`src/rtl/mlp_pkg.sv`:
```
// Shared types, default sizes and arithmetic helpers for the MLP MAC array.
// Sizes here are the defaults used by the interface, the lanes and the top level.
package mlp_pkg;

   localparam int DEF_A_WIDTH   = 16;
   localparam int DEF_B_WIDTH   = 16;
   localparam int DEF_FRAC_BITS = 8;
   localparam int DEF_NUM_LANES = 4;
   localparam int DEF_MAX_LEN   = 256;
   localparam int DEF_ACC_WIDTH = 48;
   localparam int DEF_OUT_WIDTH = 16;

   typedef enum logic [1:0] {
      IDLE   = 2'd0,
      ACCUM  = 2'd1,
      FINISH = 2'd2,
      OUT    = 2'd3
   } state_t;

   typedef struct packed {
      logic signed [63:0] value;
      logic               sat;
   } sat_res_t;

   // The rounded sum is widened to 64 bits for saturation, so the accumulator must stay below that.
   function automatic bit acc_width_ok(input int a_w, input int b_w, input int max_len, input int acc_w);
      return (acc_w >= a_w + b_w + $clog2(max_len) + 1) && (acc_w <= 63);
   endfunction

   localparam bit DEF_ACC_OK = acc_width_ok(DEF_A_WIDTH, DEF_B_WIDTH, DEF_MAX_LEN, DEF_ACC_WIDTH);

   function automatic sat_res_t sat_round(input logic signed [63:0] r, input int out_w);
      sat_res_t           res;
      logic signed [63:0] max_v;
      logic signed [63:0] min_v;
      max_v = (64'sd1 <<< (out_w - 1)) - 64'sd1;
      min_v = -(64'sd1 <<< (out_w - 1));
      if (r > max_v) begin
         res.value = max_v;
         res.sat   = 1'b1;
      end else if (r < min_v) begin
         res.value = min_v;
         res.sat   = 1'b1;
      end else begin
         res.value = r;
         res.sat   = 1'b0;
      end
      return res;
   endfunction

endpackage

```
`src/rtl/mlp_mac_array_if.sv`:
```
// Control, beat and result bundle between the MAC array and its memories / output buffer.
interface mlp_mac_array_if
   import mlp_pkg::*;
#(
   parameter int A_WIDTH   = DEF_A_WIDTH,
   parameter int B_WIDTH   = DEF_B_WIDTH,
   parameter int NUM_LANES = DEF_NUM_LANES,
   parameter int MAX_LEN   = DEF_MAX_LEN,
   parameter int OUT_WIDTH = DEF_OUT_WIDTH
) ();

   logic                             start;
   logic [$clog2(MAX_LEN+1)-1:0]     vec_len;
   logic                             relu_en;
   logic [NUM_LANES*OUT_WIDTH-1:0]   bias;
   logic                             in_valid;
   logic                             in_ready;
   logic [A_WIDTH-1:0]               in_a;
   logic [NUM_LANES*B_WIDTH-1:0]     in_b;
   logic                             out_valid;
   logic                             out_ready;
   logic [NUM_LANES*OUT_WIDTH-1:0]   out_data;
   logic [NUM_LANES-1:0]             sat_flag;
   logic                             busy;

   modport master (
      output start, vec_len, relu_en, bias, in_valid, in_a, in_b, out_ready,
      input  in_ready, out_valid, out_data, sat_flag, busy
   );

   modport slave (
      input  start, vec_len, relu_en, bias, in_valid, in_a, in_b, out_ready,
      output in_ready, out_valid, out_data, sat_flag, busy
   );

endinterface

```
`src/rtl/mlp_mac_lane.sv`:
```
// One neuron lane: signed multiply-accumulate, then bias, round-half-up, saturate
// and optional ReLU into a registered result.
module mlp_mac_lane
   import mlp_pkg::*;
#(
   parameter int A_WIDTH   = DEF_A_WIDTH,
   parameter int B_WIDTH   = DEF_B_WIDTH,
   parameter int FRAC_BITS = DEF_FRAC_BITS,
   parameter int ACC_WIDTH = DEF_ACC_WIDTH,
   parameter int OUT_WIDTH = DEF_OUT_WIDTH
) (
   input  logic                        clk,
   input  logic                        rst,
   input  logic                        clr,
   input  logic                        acc_en,
   input  logic                        fin_en,
   input  logic                        relu,
   input  logic signed [A_WIDTH-1:0]   a,
   input  logic signed [B_WIDTH-1:0]   b,
   input  logic signed [OUT_WIDTH-1:0] bias,
   output logic [OUT_WIDTH-1:0]        out_data,
   output logic                        sat
);

   localparam int PW = A_WIDTH + B_WIDTH;
   localparam int SW = ACC_WIDTH + 1;
   localparam logic signed [SW-1:0] HALF_LSB = SW'(1'b1) <<< (FRAC_BITS - 1);

   logic signed [PW-1:0]        prod_s;
   logic signed [ACC_WIDTH-1:0] acc_r;
   logic signed [SW-1:0]        sum_s;
   logic signed [SW-1:0]        rnd_s;
   sat_res_t                    res_s;
   logic [OUT_WIDTH-1:0]        final_s;
   logic [OUT_WIDTH-1:0]        out_r;
   logic                        sat_r;
   logic                        unused_hi_s;

   assign prod_s = PW'(a) * PW'(b);

   // Bias is aligned to the accumulator's binary point; one extra bit keeps the sum exact.
   always_comb begin
      sum_s = SW'(acc_r) + (SW'(bias) <<< FRAC_BITS) + HALF_LSB;
      rnd_s = sum_s >>> FRAC_BITS;
      res_s = sat_round(64'(rnd_s), OUT_WIDTH);
      if (relu && res_s.value[63]) begin
         final_s = {OUT_WIDTH{1'b0}};
      end else begin
         final_s = res_s.value[OUT_WIDTH-1:0];
      end
   end

   assign unused_hi_s = ^res_s.value[63:OUT_WIDTH];

   // Accumulator: cleared when a pass is accepted, advanced on every consumed beat.
   always_ff @(posedge clk) begin
      if (rst) begin
         acc_r <= {ACC_WIDTH{1'b0}};
      end else if (clr) begin
         acc_r <= {ACC_WIDTH{1'b0}};
      end else if (acc_en) begin
         acc_r <= acc_r + ACC_WIDTH'(prod_s);
      end
   end

   // Result register: loads at the end of FINISH and holds until the next pass finishes.
   always_ff @(posedge clk) begin
      if (rst) begin
         out_r <= {OUT_WIDTH{1'b0}};
         sat_r <= 1'b0;
      end else if (fin_en) begin
         out_r <= final_s;
         sat_r <= res_s.sat;
      end
   end

   assign out_data = out_r;
   assign sat      = sat_r;

endmodule

```
`src/rtl/mlp_mac_array.sv`:
```
// Multi-lane fixed-point dot-product engine: pass FSM, beat counter, latched
// per-pass configuration and NUM_LANES MAC lanes sharing one broadcast activation.
module mlp_mac_array
   import mlp_pkg::*;
#(
   parameter int A_WIDTH   = DEF_A_WIDTH,
   parameter int B_WIDTH   = DEF_B_WIDTH,
   parameter int FRAC_BITS = DEF_FRAC_BITS,
   parameter int NUM_LANES = DEF_NUM_LANES,
   parameter int MAX_LEN   = DEF_MAX_LEN,
   parameter int ACC_WIDTH = DEF_ACC_WIDTH,
   parameter int OUT_WIDTH = DEF_OUT_WIDTH
) (
   input logic             clk,
   input logic             rst,
   mlp_mac_array_if.slave  bus
);

   localparam int LW = $clog2(MAX_LEN + 1);

   generate
      if (!acc_width_ok(A_WIDTH, B_WIDTH, MAX_LEN, ACC_WIDTH)) begin : g_bad_acc
         $error("mlp_mac_array: ACC_WIDTH too small for A_WIDTH+B_WIDTH+clog2(MAX_LEN)+1");
      end
   endgenerate

   state_t                         state_r;
   state_t                         state_nx_s;
   logic [LW-1:0]                  cnt_r;
   logic [LW-1:0]                  vec_len_r;
   logic                           relu_r;
   logic [NUM_LANES*OUT_WIDTH-1:0] bias_r;
   logic                           in_ready_r;
   logic                           out_valid_r;
   logic                           busy_r;
   logic                           start_ok_s;
   logic                           beat_s;
   logic                           last_s;
   logic                           fin_s;
   logic [NUM_LANES*OUT_WIDTH-1:0] out_data_s;
   logic [NUM_LANES-1:0]           sat_s;

   // Next-state decode; start is only honoured in IDLE and a zero-length pass skips ACCUM.
   always_comb begin
      start_ok_s = (state_r == IDLE) && bus.start;
      beat_s     = (state_r == ACCUM) && bus.in_valid && in_ready_r;
      last_s     = beat_s && (cnt_r == vec_len_r - LW'(1'b1));
      fin_s      = (state_r == FINISH);
      state_nx_s = state_r;
      case (state_r)
         IDLE: begin
            if (bus.start) begin
               state_nx_s = (bus.vec_len == LW'(1'b0)) ? FINISH : ACCUM;
            end else begin
               state_nx_s = IDLE;
            end
         end
         ACCUM: begin
            if (last_s) begin
               state_nx_s = FINISH;
            end else begin
               state_nx_s = ACCUM;
            end
         end
         FINISH: state_nx_s = OUT;
         OUT: begin
            if (bus.out_ready) begin
               state_nx_s = IDLE;
            end else begin
               state_nx_s = OUT;
            end
         end
         default: state_nx_s = IDLE;
      endcase
   end

   // State register; status outputs are registered from the next state so they align with it.
   always_ff @(posedge clk) begin
      if (rst) begin
         state_r     <= IDLE;
         in_ready_r  <= 1'b0;
         out_valid_r <= 1'b0;
         busy_r      <= 1'b0;
      end else begin
         state_r     <= state_nx_s;
         in_ready_r  <= (state_nx_s == ACCUM);
         out_valid_r <= (state_nx_s == OUT);
         busy_r      <= (state_nx_s != IDLE);
      end
   end

   // Per-pass configuration latch and beat counter.
   always_ff @(posedge clk) begin
      if (rst) begin
         cnt_r     <= {LW{1'b0}};
         vec_len_r <= {LW{1'b0}};
         relu_r    <= 1'b0;
         bias_r    <= {(NUM_LANES*OUT_WIDTH){1'b0}};
      end else if (start_ok_s) begin
         cnt_r     <= {LW{1'b0}};
         vec_len_r <= bus.vec_len;
         relu_r    <= bus.relu_en;
         bias_r    <= bus.bias;
      end else if (beat_s) begin
         cnt_r     <= cnt_r + LW'(1'b1);
      end
   end

   for (genvar gi = 0; gi < NUM_LANES; gi++) begin : g_lane
      mlp_mac_lane #(
         .A_WIDTH   (A_WIDTH),
         .B_WIDTH   (B_WIDTH),
         .FRAC_BITS (FRAC_BITS),
         .ACC_WIDTH (ACC_WIDTH),
         .OUT_WIDTH (OUT_WIDTH)
      ) u_lane (
         .clk      (clk),
         .rst      (rst),
         .clr      (start_ok_s),
         .acc_en   (beat_s),
         .fin_en   (fin_s),
         .relu     (relu_r),
         .a        (bus.in_a),
         .b        (bus.in_b[gi*B_WIDTH +: B_WIDTH]),
         .bias     (bias_r[gi*OUT_WIDTH +: OUT_WIDTH]),
         .out_data (out_data_s[gi*OUT_WIDTH +: OUT_WIDTH]),
         .sat      (sat_s[gi])
      );
   end

   assign bus.in_ready  = in_ready_r;
   assign bus.out_valid = out_valid_r;
   assign bus.busy      = busy_r;
   assign bus.out_data  = out_data_s;
   assign bus.sat_flag  = sat_s;

endmodule

```
`src/flat_wrapper.sv`:
```
// flat-port wrapper written by rule: the top's interface ports become plain ports
module mlp_mac_array_flat import mlp_pkg::*;
#(
   parameter int A_WIDTH   = DEF_A_WIDTH,
   parameter int B_WIDTH   = DEF_B_WIDTH,
   parameter int FRAC_BITS = DEF_FRAC_BITS,
   parameter int NUM_LANES = DEF_NUM_LANES,
   parameter int MAX_LEN   = DEF_MAX_LEN,
   parameter int ACC_WIDTH = DEF_ACC_WIDTH,
   parameter int OUT_WIDTH = DEF_OUT_WIDTH
)
  (clk, rst, bus_start, bus_vec_len, bus_relu_en, bus_bias, bus_in_valid, bus_in_a, bus_in_b, bus_out_ready, bus_in_ready, bus_out_valid, bus_out_data, bus_sat_flag, bus_busy);
  mlp_mac_array_if #(.A_WIDTH(A_WIDTH), .B_WIDTH(B_WIDTH), .NUM_LANES(NUM_LANES), .MAX_LEN(MAX_LEN), .OUT_WIDTH(OUT_WIDTH)) bus_i ();
  input logic clk;
  input logic rst;
  input wire logic [$bits(bus_i.start)-1:0] bus_start;
  input wire logic [$bits(bus_i.vec_len)-1:0] bus_vec_len;
  input wire logic [$bits(bus_i.relu_en)-1:0] bus_relu_en;
  input wire logic [$bits(bus_i.bias)-1:0] bus_bias;
  input wire logic [$bits(bus_i.in_valid)-1:0] bus_in_valid;
  input wire logic [$bits(bus_i.in_a)-1:0] bus_in_a;
  input wire logic [$bits(bus_i.in_b)-1:0] bus_in_b;
  input wire logic [$bits(bus_i.out_ready)-1:0] bus_out_ready;
  output wire logic [$bits(bus_i.in_ready)-1:0] bus_in_ready;
  output wire logic [$bits(bus_i.out_valid)-1:0] bus_out_valid;
  output wire logic [$bits(bus_i.out_data)-1:0] bus_out_data;
  output wire logic [$bits(bus_i.sat_flag)-1:0] bus_sat_flag;
  output wire logic [$bits(bus_i.busy)-1:0] bus_busy;
  assign bus_i.start = bus_start;
  assign bus_i.vec_len = bus_vec_len;
  assign bus_i.relu_en = bus_relu_en;
  assign bus_i.bias = bus_bias;
  assign bus_i.in_valid = bus_in_valid;
  assign bus_i.in_a = bus_in_a;
  assign bus_i.in_b = bus_in_b;
  assign bus_i.out_ready = bus_out_ready;
  assign bus_in_ready = bus_i.in_ready;
  assign bus_out_valid = bus_i.out_valid;
  assign bus_out_data = bus_i.out_data;
  assign bus_sat_flag = bus_i.sat_flag;
  assign bus_busy = bus_i.busy;
  mlp_mac_array #(.A_WIDTH(A_WIDTH), .B_WIDTH(B_WIDTH), .FRAC_BITS(FRAC_BITS), .NUM_LANES(NUM_LANES), .MAX_LEN(MAX_LEN), .ACC_WIDTH(ACC_WIDTH), .OUT_WIDTH(OUT_WIDTH)) u_core (.clk(clk), .rst(rst), .bus(bus_i));
endmodule
```
`config.mk`:
```
export PLATFORM = sky130hd
export DESIGN_NAME = mlp_mac_array_flat
export DESIGN_NICKNAME = d
export VERILOG_FILES = /design/src/rtl/mlp_pkg.sv /design/src/rtl/mlp_mac_array_if.sv /design/src/rtl/mlp_mac_lane.sv /design/src/rtl/mlp_mac_array.sv /design/src/flat_wrapper.sv
export SDC_FILE = /design/constraint.sdc
export NUM_CORES = 2
export LEC_CHECK = 0
export CAP_MARGIN = 15
export CELL_PAD_IN_SITES_DETAIL_PLACEMENT = 2
export CELL_PAD_IN_SITES_GLOBAL_PLACEMENT = 2
export CORE_AREA = 2 2 462 464
export DETAILED_ROUTE_END_ITERATION = 8
export DIE_AREA = 0 0 464 466
export HOLD_SLACK_MARGIN = 0.15
export PLACE_DENSITY_LB_ADDON = 0.1
export SLEW_MARGIN = 40
export SYNTH_ARGS = -nofsm -noshare
export SYNTH_HDL_FRONTEND = slang
export SYNTH_SLANG_ARGS = --single-unit
```
`constraint.sdc`:
```
create_clock -name clk -period 8.3 [get_ports clk]
set_clock_uncertainty 0.05 [all_clocks]
set_input_delay 1.66 -clock clk [delete_from_list [all_inputs] [get_ports clk]]
set_output_delay 1.66 -clock clk [all_outputs]
set_load 0.05 [all_outputs]
```
=== Word-level counts from Yosys, hierarchy flattened ===
Cells that the tools add are included.
W data, S select, Z words.

* Flip-flop bits (word level): 348
* Input port bits: 159
* Word-level logic and storage cells: 81

* Add/subtract/negate cells: 14
* Multipliers: 4
* Magnitude comparators: 8
* Equal/unequal tests: 6
* Multiplexer cells: 17
* Reductions and logical operators: 12

{| class="wikitable"
|+ Operators with widths
! kind !! number
|-
| $mux W65 || 8
|-
| $add A48 B24 Y49 || 4
|-
| $add A49 B9 Y49 const B || 4
|-
| $add A48 B32 Y48 || 4
|-
| $gt A41 B16 Y1 const B || 4
|-
| $lt A41 B16 Y1 const B || 4
|-
| $mul A16 B16 Y32 || 4
|-
| $mux W16 || 4
|-
| $add A9 B1 Y9 const B || 1
|-
| $eq A9 B9 Y1 || 1
|-
| $logic_not A9 Y1 || 1
|-
| $sub A9 B1 Y9 const B || 1
|-
| $logic_and A1 B1 Y1 || 8
|-
| $mux W2 || 4
|-
| $pmux W2 S4 || 1
|-
| $eq A2 B2 Y1 const B || 3
|-
| $eq A2 B1 Y1 const B || 2
|-
| $logic_not A2 Y1 || 1
|-
| $reduce_bool A2 Y1 || 1
|-
| $reduce_or A2 Y1 || 1
|}

=== Logic depth before layout (Yosys ltp) ===
* Depth in word-level cells: 7
* Gate-level depth with buffers: 28
* Depth with buffers taken out: 25

=== Cells and area by module ===
From an unflattened synthesis, not the netlist that was laid out.

* Cells, all modules: 8894
* Area total of the unflattened synthesis: 78182.5 µm²

{| class="wikitable"
|+ Modules (own cells, without submodules)
! module !! instances !! cells each !! area each (µm²) !! sequential area each (µm²)
|-
| mlp_mac_lane at u_core.g_lane[1].u_lane || 1 || 2127 || 18770.5 || 1301.2
|-
| mlp_mac_lane at u_core.g_lane[2].u_lane || 1 || 2126 || 18745.5 || 1301.2
|-
| mlp_mac_lane at u_core.g_lane[3].u_lane || 1 || 2115 || 18669.2 || 1301.2
|-
| mlp_mac_lane at u_core.g_lane[0].u_lane || 1 || 2096 || 18555.3 || 1301.2
|-
| mlp_mac_array || 1 || 430 || 3442.1 || 1761.7
|}

=== Worst setup path before layout ===
OpenSTA, ideal clock, no wires.

* Kind: in2reg
* Start point: input port bus_in_a[15]
* End point: register u_core.g_lane[1].u_lane.acc_r[47]
* Data arrival time: 8761 ps
* Required time: 8176 ps
* Setup slack: -585 ps
* Cell stages on the path: 25
* Path buffers: 3
* Cells stage by stage: clkbuf_1 -> clkbuf_1 -> clkbuf_1 -> nand2_1 -> inv_1 -> fa_1 -> inv_1 -> fa_1 -> fa_1 -> fa_1 -> inv_1 -> fa_1 -> inv_1 -> fa_1 -> inv_1 -> ha_1 -> a21oi_1 -> o21ai_0 -> o21ai_0 -> nand3_1 -> a31oi_1 -> o31ai_1 -> a211o_1 -> or4_1 -> a31oi_1

* Longest elaborated chain between the ends: 2

{| class="wikitable"
|+ Ends and longest elaborated chain
! item !! RTL line !! source
|-
| from (decl) || flat_wrapper.sv:21 || <nowiki>input wire logic [$bits(bus_i.in_a)-1:0] bus_in_a;</nowiki>
|-
| $mul A16 B16 Y32 || mlp_mac_lane.sv:39 || <nowiki>assign prod_s = PW'(a) * PW'(b);</nowiki>
|-
| $add A48 B32 Y48 || mlp_mac_lane.sv:62 || <nowiki>acc_r <= acc_r + ACC_WIDTH'(prod_s);</nowiki>
|-
| to (signal assigned) || mlp_mac_lane.sv:58 || <nowiki>acc_r <= {ACC_WIDTH{1'b0}};</nowiki>
|-
| to (signal assigned) || mlp_mac_lane.sv:60 || <nowiki>acc_r <= {ACC_WIDTH{1'b0}};</nowiki>
|-
| to (signal assigned) || mlp_mac_lane.sv:62 ||
|-
| to (decl) || mlp_mac_lane.sv:30 || <nowiki>logic signed [ACC_WIDTH-1:0] acc_r;</nowiki>
|}

No other way between the ends.
A chain may end at the register's enable or synchronous reset.

=== Worst setup path in the final report ===
* Start point: input port bus_in_b[33]
* End point: register u_core.g_lane[2].u_lane.acc_r[45]

* Longest elaborated chain between the ends: 2

{| class="wikitable"
|+ Ends and longest elaborated chain
! item !! RTL line !! source
|-
| from (decl) || flat_wrapper.sv:22 || <nowiki>input wire logic [$bits(bus_i.in_b)-1:0] bus_in_b;</nowiki>
|-
| $mul A16 B16 Y32 || mlp_mac_lane.sv:39 ||
|-
| $add A48 B32 Y48 || mlp_mac_lane.sv:62 ||
|-
| to (signal assigned) || mlp_mac_lane.sv:58 ||
|-
| to (signal assigned) || mlp_mac_lane.sv:60 ||
|-
| to (signal assigned) || mlp_mac_lane.sv:62 ||
|-
| to (decl) || mlp_mac_lane.sv:30 ||
|}

No other way between the ends.

==> results <==
- Setup repair after global routing could not meet its margin everywhere.
- The total nets after synthesis is 11.3k.
- The max-slew violation total from the final report is 0.
- Setup violations remaining at the end of the flow were counted as 0.
- The most used flip-flop cell after synthesis is sky130_fd_sc_hd__dfxtp_1.
- The slew of the pin with the lowest slew margin is 0.819 ns.
- The cell area after synthesis is 77600 sq um.
- Across every metal layer, demand over resource in global routing totals 0.262.
- The first global-routing pass estimated 448 mm of wire.
- The reg-to-reg startpoint is u_core.g_lane[1].u_lane.acc_r[15]$_SDFFE_PP0P_.
- 230 I/O pins were placed.
- Max-cap violations in this run came to 0.
- Global routing finished with a remaining overflow of 0.
- The longest clock path from root to sink contains 3 buffers.
- The congestion estimate from routability-driven global placement came to 0.845.
- The average instance in the mapped netlist occupies 8.62 sq um.
- The most common cell in the synthesized netlist is sky130_fd_sc_hd__inv_1.
- The count of TritonRoute iterations in the first routing pass is 5.
- In this run the clock root is driven by a sky130_fd_sc_hd__clkbuf_16.
- The die is 466 microns tall.
- Tracing the worst setup path back leads to its startpoint at bus_in_b[33].
- The flow ran to the end, and the final reports show no timing, DRC or antenna violations.
- The die covers 216000 sq um.
- The share of the clock period used by the worst path after layout is 0.980.
- In the final layout, flip-flops and latches occupy 6970 sq um.
- The cell count after synthesis came out at 9008.
- The required arrival time at the worst endpoint is 8.85 ns.
- By count the netlist is led by sky130_fd_sc_hd__inv_1, sky130_fd_sc_hd__fa_1, sky130_fd_sc_hd__nand2_1.
- The initial utilization of the core area, before any placement, comes to 0.367.
- On the worst path, the slowest cell contributes a delay of 0.58 ns.
- Data arrives at the worst endpoint at 8.68 ns.
- The type of origin of the critical path is an input port.
- The standard cell with the maximum stage delay on the critical path is sky130_fd_sc_hd__fa_2.
- The synthesized design contains 0 enable-type register cells.
- The final layout contains 12.1k nets.
- The maximum fanout count along the critical path is 6.
- Setup slack on the critical path of the routed design comes to 0.163 ns.
- The vias after detailed routing is 65.5k.
- Yosys mapped the design onto 97 distinct sky130hd cell types.
- The sum of buffers and inverters on the critical path is 9.
- The layout overhead on the synthesized area is 18.6%.
- The hold violation total from the final report is 0.
- In the routed design, unresolved DRC markers number 0.
- The number of clock sinks seen by CTS is 348.
- The top-area cell type share of the netlist area is 0.374.
- The Yosys step of the flow raised 0 warnings.
- The clock latency of the later-clocked register in the worst-skew pair is 0.71 ns.
- The count of antenna-violating nets left after detailed routing is 0.
- In this run, CTS created clock tree buffers numbering 55.
- Dividing the detail-routed wire length by the instance count gives 22.0 microns.
- In the final layout, the multi-input gates occupy 63100 sq um.
- The die is 464 microns wide.
- The pin count of the biggest net entering global routing is 91.
- The total detailed-routing wirelength is 278 mm.
- The share of the Yosys chip area taken by registers is 0.0898.
- Once layout is complete, the utilization of the core stands at 0.436.
- Dividing the detail-routed via count by the number of cells gives 5.18.
- The clock edge transition at the registers on the reported setup and hold paths is 0.06 ns.
- In this run the number of H-tree levels came out at 2.
- Counting stages on the worst path, the most repeated cell is sky130_fd_sc_hd__buf_4.
- The number of fillers in the final layout is 23.3k.
- The highest clock rate is 123 MHz.
- The number of placed instances, taps included, is 12.5k.
- The worst setup path is of the in -> reg kind.
- The category of cells accounting for the largest share of critical-path delay is adder cells.
- In this run the standard cell core region covers 211000 sq um.
- The number of antenna violations at the first check in global routing is 12.
- Sorting the synthesized cells by area gives the leading types as sky130_fd_sc_hd__fa_1, sky130_fd_sc_hd__ha_1, sky130_fd_sc_hd__dfxtp_1.
- Of the cells placed in the final design, the portion with a size suffix greater than 1 is 0.117.
- The placed wire-length estimate is 236 mm.
- The finished layout holds 12.6k standard cells, fillers aside.
- The number of global-route vias before repair came to 78.6k.
- The CTS tree is yes.
- The path class of the tightest hold or removal check is reg -> reg.
- Input and output buffers added on the ports amount to 229.
- Counting I/O delays and the setup requirement, the final critical path takes 8.14 ns.
- The async set or reset register ratio after synthesis is 0.
- The synthesis-stage register bit count is 348.
- In this run, post-CTS hold repair placed 0 buffers.
- The initialized floorplan defines 169 standard-cell rows.
- Prior to clock tree synthesis, the placed netlist has a worst setup slack of -0.913 ns.
- The worst hold path begins at u_core.g_lane[2].u_lane.acc_r[6]$_SDFFE_PP0P_.
- The detailed router finished its first iteration with 2058 violations.
- The endpoint type of the worst setup path is a flip-flop.
- The worst hold slack is 0.411 ns.
- The synthesized design spends more area on one cell type than any other, namely sky130_fd_sc_hd__fa_1.
- Headroom to the max-slew limit came out at 0.454.
[state kept, by name, indices dropped and copies added, names as in the netlist]
signal	count
u_core.bias_r	64
u_core.bus.in_ready	1
u_core.relu_r	1
u_core.cnt_r	9
u_core.g_lane.u_lane.sat	4
u_core.vec_len_r	9
u_core.bus.busy	1
u_core.state_r	2
u_core.bus.out_valid	1
u_core.g_lane.u_lane.out_data	64
u_core.g_lane.u_lane.acc_r	192
[worst paths after layout]
check / cells past startpoint / to / slack, ns
setup reg to reg: 25 / u_core.g_lane[1].u_lane.acc_r[43]$_SDFFE_PP0P_ / 1.95
setup / recovery: 28 / u_core.g_lane[2].u_lane.acc_r[45]$_SDFFE_PP0P_ / 0.16
hold / removal: 2 / u_core.g_lane[2].u_lane.acc_r[6]$_SDFFE_PP0P_ / 0.41
hold reg to reg: 2 / u_core.g_lane[2].u_lane.acc_r[6]$_SDFFE_PP0P_ / 0.41
[cells in the final DEF, fill, tap and decap left out, drive strengths merged, types with 66 or more instances in the layout]
cell type	Yosys	final
inv	1763	1766
fa	1452	1452
nand2	1137	1137
buf	28	876
ha	690	690
a21oi	552	552
and2	516	516
nor2	349	349
dfxtp	348	348
o21ai	246	246
clkdlybuf4s50	0	205
xnor2	199	199
a21o	195	195
xor2	109	109
nand3	81	81
a211oi	78	78
nor3	70	70
clkbuf	351	70
nand4	66	66
[routing by layer]
metal,part of all wire,wire [microns],global-route usage
met5,0.00017,46,0
met4,0.024,6770,0.0619
met3,0.022,6020,0.0187
met2,0.54,150000,0.500
met1,0.42,116000,0.316
[repair_timing]
action	in CTS	in global routing
setup buffers	1	19
hold endpoints to repair	0	0
pin swaps	0	37
resized for setup	4	92
endpoints found under the setup margin	9	47
[worst min-delay path, cell delays in order, from the launching register on]
cell and delay (ns):
sky130_fd_sc_hd__dfxtp_1 0.31, sky130_fd_sc_hd__nand2_1 0.05, sky130_fd_sc_hd__a21oi_1 0.05
[per-stage QoR]
step | TNS [ns] | cell area, sq um
floorplan | -0.0281 | 77800
global placement | -23.10 | 89400
detailed placement | -36.55 | 89400
CTS | 0 | 91500
global route | -0.359 | 92100
finish | 0 | 92100
[cell families (layout without fill, tap and decap cells)]
logic type,Yosys count,after routing,synth area share
AO/OA/AOI/OAI,1542,1542,0.129
XOR/XNOR,308,308,0.0348
adder cells (fa/ha/maj),2142,2142,0.486
buffers and inverters,2142,2954,0.104
flip-flops,348,348,0.0898
multiplexers,18,18,0.00240
other,0,5,0
AND/OR/NAND/NOR,2508,2508,0.155
[layout make-up]
cell class	count	area share
inverter	1763	0.0720
clock buffer	70	0.0169
multi-input combinational	6518	0.686
sequential	348	0.0757
tap	2821	0.0383
timing repair buffer	1088	0.106
antenna	5	0.000136
clock inverter	33	0.00522
Power is not shown: default switching activity piles up to over one toggle a cycle in this logic, so the estimate is an artifact.
